[config.mk]
export PLATFORM = sky130hd
export DESIGN_NAME = pipeline_hazard_ctrl
export DESIGN_NICKNAME = d
export VERILOG_FILES = /design/src/rtl/pipeline_hazard_ctrl.sv
export SDC_FILE = /design/constraint.sdc
export NUM_CORES = 1
export LEC_CHECK = 0
export BUFFER_PORTS_ARGS = -buffer_cell sky130_fd_sc_hd__buf_2
export CORE_MARGIN = 1.5
export CORE_UTILIZATION = 40
export CTS_BUF_LIST = sky130_fd_sc_hd__clkbuf_8
export DETAILED_ROUTE_END_ITERATION = 7
export PLACE_DENSITY = 0.73
export SLEW_MARGIN = 40
export SYNTH_ARGS = -nofsm -noshare
export SYNTH_HDL_FRONTEND = slang
export SYNTH_SLANG_ARGS = --single-unit
export TNS_END_PERCENT = 30
[constraint.sdc]
create_clock -name clk -period 2.9 [get_ports clk]
set_clock_uncertainty 0.05 [all_clocks]
set_input_delay 0.58 -clock clk [delete_from_list [all_inputs] [get_ports clk]]
set_output_delay 0.58 -clock clk [all_outputs]
set_load 0.005 [all_outputs]
[src/rtl/pipeline_hazard_ctrl.sv]
// Stall/flush sequencer for the 5-stage pipeline: load-use stall, taken-branch squash, multi-cycle MUL hold.
// Outputs are combinational from state and inputs; the FSM and the saturating perf counters are registered.
module pipeline_hazard_ctrl #(
   parameter int MUL_LAT = 3,
   parameter int CNT_W   = 16
) (
   input  logic             clk,
   input  logic             arst_n,
   input  logic             enable,
   input  logic [4:0]       id_rs1,
   input  logic [4:0]       id_rs2,
   input  logic             id_uses_rs2,
   input  logic             ex_mem_read,
   input  logic [4:0]       ex_rd,
   input  logic             ex_is_mul,
   input  logic             mem_branch_taken,
   output logic             pc_en,
   output logic             pc_sel_branch,
   output logic             if_id_en,
   output logic             if_id_flush,
   output logic             id_ex_en,
   output logic             id_ex_bubble,
   output logic             ex_mem_en,
   output logic             ex_mem_bubble,
   output logic             mem_wb_en,
   output logic             mul_start,
   output logic             mul_busy,
   output logic [CNT_W-1:0] stall_cnt,
   output logic [CNT_W-1:0] flush_cnt
);

   typedef enum logic {ST_RUN = 1'b0, ST_MUL = 1'b1} state_t;

   // The start cycle and the release cycle are not spent in the countdown.
   localparam logic [3:0] CNT_LOAD = 4'(MUL_LAT - 2);

   state_t           r_state;
   state_t           w_state_nxt;
   logic [3:0]       r_cnt;
   logic [3:0]       w_cnt_nxt;
   logic [CNT_W-1:0] r_stall_cnt;
   logic [CNT_W-1:0] r_flush_cnt;
   logic             w_loaduse;
   logic             w_stall_inc;
   logic             w_flush_inc;

   assign w_loaduse = ex_mem_read && (ex_rd != 5'd0) &&
                      ((ex_rd == id_rs1) || (id_uses_rs2 && (ex_rd == id_rs2)));

   always_comb begin
      pc_en         = 1'b0;
      pc_sel_branch = 1'b0;
      if_id_en      = 1'b0;
      if_id_flush   = 1'b0;
      id_ex_en      = 1'b0;
      id_ex_bubble  = 1'b0;
      ex_mem_en     = 1'b0;
      ex_mem_bubble = 1'b0;
      mem_wb_en     = 1'b0;
      mul_start     = 1'b0;
      w_state_nxt   = r_state;
      w_cnt_nxt     = r_cnt;
      w_flush_inc   = 1'b0;
      w_stall_inc   = 1'b0;
      if (arst_n && enable) begin
         case (r_state)
            ST_RUN: begin
               pc_en     = 1'b1;
               if_id_en  = 1'b1;
               id_ex_en  = 1'b1;
               ex_mem_en = 1'b1;
               mem_wb_en = 1'b1;
               if (mem_branch_taken) begin
                  pc_sel_branch = 1'b1;
                  if_id_flush   = 1'b1;
                  id_ex_bubble  = 1'b1;
                  ex_mem_bubble = 1'b1;
                  w_flush_inc   = 1'b1;
               end else if (ex_is_mul) begin
                  mul_start     = 1'b1;
                  pc_en         = 1'b0;
                  if_id_en      = 1'b0;
                  id_ex_en      = 1'b0;
                  ex_mem_bubble = 1'b1;
                  w_state_nxt   = ST_MUL;
                  w_cnt_nxt     = CNT_LOAD;
               end else if (w_loaduse) begin
                  pc_en        = 1'b0;
                  if_id_en     = 1'b0;
                  id_ex_bubble = 1'b1;
               end
            end
            ST_MUL: begin
               // MEM only ever sees bubbles here, so a branch flag is ignored.
               ex_mem_en = 1'b1;
               mem_wb_en = 1'b1;
               if (r_cnt != 4'd0) begin
                  ex_mem_bubble = 1'b1;
                  w_cnt_nxt     = r_cnt - 4'd1;
               end else begin
                  pc_en       = 1'b1;
                  if_id_en    = 1'b1;
                  id_ex_en    = 1'b1;
                  w_state_nxt = ST_RUN;
               end
            end
            default: w_state_nxt = ST_RUN;
         endcase
         w_stall_inc = !pc_en;
      end
   end

   always_ff @(posedge clk or negedge arst_n) begin
      if (!arst_n) begin
         r_state     <= ST_RUN;
         r_cnt       <= 4'd0;
         r_stall_cnt <= '0;
         r_flush_cnt <= '0;
      end else begin
         r_state <= w_state_nxt;
         r_cnt   <= w_cnt_nxt;
         if (w_stall_inc && (r_stall_cnt != {CNT_W{1'b1}}))
            r_stall_cnt <= r_stall_cnt + CNT_W'(1);
         if (w_flush_inc && (r_flush_cnt != {CNT_W{1'b1}}))
            r_flush_cnt <= r_flush_cnt + CNT_W'(1);
      end
   end

   assign mul_busy  = arst_n && (r_state == ST_MUL);
   assign stall_cnt = r_stall_cnt;
   assign flush_cnt = r_flush_cnt;

endmodule

==> impl_metrics.toml <==
[global_routing]
antenna_found_initial = 0
grt_pass1_vias = 1594
grtUsageTotal_pct = 17.1
grt_overflow = 0
grt_max_degree = 39
grt_pass1_wl_um = 7250

[final_layout]
finish.utilization_pct = 51.8
nets = 289
layout-drive-gt1-share_pct = 33.0
n_antenna_cell = 0
most-common-layout-cells = "buf_2, dfrtp_1, xor2_1"
synthToLayoutAreaGrowth_pct = 22.8
final_common_cell = "buf_2"
fill_cells = 442

[cts]
cts_repair_resize_count = 0
cts_tree = "done"
cts_buffers = 5
cts_setup_buffers = 0
cts_num_sinks = 37
root_buffer = "clkbuf_8"
clkTransAtPathRegs_ns = 0.07
holdBufCountCts = 0
max-clock-path-buffers = 2
htreeDepth = 2
clock_latency_ns = 0.29

[detailed_routing]
wl_per_cell_um = 12.8
drc = 0
vias = 1647
drt_wl_total_um = 4220
postRouteAntennaNets = 0
dr.pass1.iters = 4
drt_iter0_drc = 88
vias_per_cell = 4.98

[run]
max_cap_viol_count = 0

[synthesis]
seq_area_frac_synth_pct = 45.9
synth_fp_nets = 221
synth_edf_count = 0
synth_largest_type_area_fraction_pct = 45.9
synth_area_leaders = "dfrtp_1, xor2_1, xnor2_1"
ys.flop_type = "dfrtp_1"
netlist_area_mm2 = 0.00202
syn_inst = 195
synth_async_sr_flop_share_pct = 100
yosysWarningCount = 0
avgSynthCellArea_um2 = 10.3
synth_cell_type_count = 39
ys_ff_latch = 37
netlist.top_cell.by_area = "dfrtp_1"

[setup_path]
path_max_fanout = 4
timing.rr.start = "r_cnt[1]$_DFFE_PN0P_"
path_class = "register to primary output"
cp_data_arrival_time_ns = 2.07
rr_endpoint = "stall_cnt[1]$_DFFE_PN0P_"
crit_start = "r_cnt[1]$_DFFE_PN0P_"
critPathRequiredTime_ns = 2.27
reg2reg_setup_slack_ns = 0.67
startpoint_type = "register"
rr_worst_depth = 7
critical_path.endpoint = "if_id_en"
endpoint_kind = "primary output"

[timing]
worstMarginPinSlew_ns = 0.595
maxClockFrequency_mhz = 370
finalCritPeriodShare_pct = 93.2
grt_setup_unrepaired = "false"
hold_violations = 0
setup_viol = 0
fin_crit_ns = 2.70
maxSlewHeadroom_pct = 60.0
finalMaxSlewViolations = 0
finalSetupTns_ns = 0

[min_path]
hp-class = "input pin to asynchronous set/reset pin"

[die]
fp.dieW_um = 74.0
rows = 25
initial_core_util_pct = 42.2
io_pins = 65
die_area_mm2 = 0.00548
floorplan.core_area_mm2 = 0.00479
die_y_um = 74.0

[run_status]
status = "complete, no violations"

[pwr]
p_per_area_mw_per_mm2 = 592
vdd_drop_max_v = 0.000273
leakage_uw = 0.00126

[placed_design]
dp_hpwl_um = 3170
place.gp.congestion = 0.766
port_buffers = 64
## critical path: stages (launching register included)
cell	delay (ns)
dfrtp_1	0.38
inv_1	0.10
ha_1	0.15
or3b_1	0.37
a22oi_1	0.27
and2_1	0.22
o41a_1	0.17
buf_2	0.12
## metrics by stage
step                std cells  power (uW)  instance area [um^2]  setup slack [ns]  hold slack [ns]
CTS                       331        1490                  2480             0.196            0.358
global route              331        1580                  2480            0.0849            0.379
detailed placement        323        1140                  2400             0.358            0.427
floorplan                 195         971                  2020             0.540            0.234
global placement          323        1120                  2400             0.394            0.427
finish                    331        1470                  2480             0.197            0.337
## synthesized netlist by cell type, types with 3 or more instances
library cell	count
dfrtp_1	37
xor2_1	24
xnor2_1	18
nand2_1	16
nor2_1	14
nand3_1	10
inv_1	8
nand4_1	7
nor3_1	6
and3_1	5
nor3_2	5
ha_1	4
o21ai_0	4
a21oi_1	3
buf_4	3
nor4_2	3
## flip-flops by register name (all words and copies together), names as in the netlist
register   cells
flush_cnt     16
r_state        1
r_cnt          4
stall_cnt     16
## how the worst min path moves through the flow
stage                                         start                   endpoint
after global placement    stall_cnt[15]$_DFFE_PN0P_  stall_cnt[15]$_DFFE_PN0P_
final                                        arst_n   stall_cnt[8]$_DFFE_PN0P_
after detailed placement   stall_cnt[4]$_DFFE_PN0P_   stall_cnt[4]$_DFFE_PN0P_
after CTS                                    arst_n   stall_cnt[3]$_DFFE_PN0P_
after global routing                         arst_n   stall_cnt[3]$_DFFE_PN0P_
after floorplan                              arst_n   flush_cnt[0]$_DFFE_PN0P_
## logic make-up (layout without fill, tap and decap cells)
group,count (synthesis),after routing,synth area share (%)
flip-flops,37,37,45.9
AND/OR/NAND/NOR,82,82,23.5
XOR/XNOR,42,42,18.2
buffers and inverters,13,82,3.35
adder cells (fa/ha/maj),4,4,2.48
AO/OA/AOI/OAI,15,15,5.46
multiplexers,2,2,1.12
## cell type report
cell class                 instances  area (um^2)  area share [%]
multi-input combinational        145         1020            41.3
sequential                        37          926            37.4
timing repair buffer              65          328            13.2
tap                               67         83.8            3.38
clock buffer                       5         68.8            2.78
inverter                           9         33.8            1.36
clock inverter                     3         13.8           0.555
## power breakdown
group,switching [uW],internal [uW],total [uW]
Sequential,103,611,714
Combinational,214,195,409
Clock,181,163,344
Total,497,969,1470
## layer usage
metal	part of all wire [%]	GRT usage, %	wire (um)
met2	49	27.4	2060
met4	1.5	6.79	64
met3	3.7	3.79	158
met1	46	22.7	1940
met5	0	0	0
No activity file was read; power rests on OpenSTA's default activity.
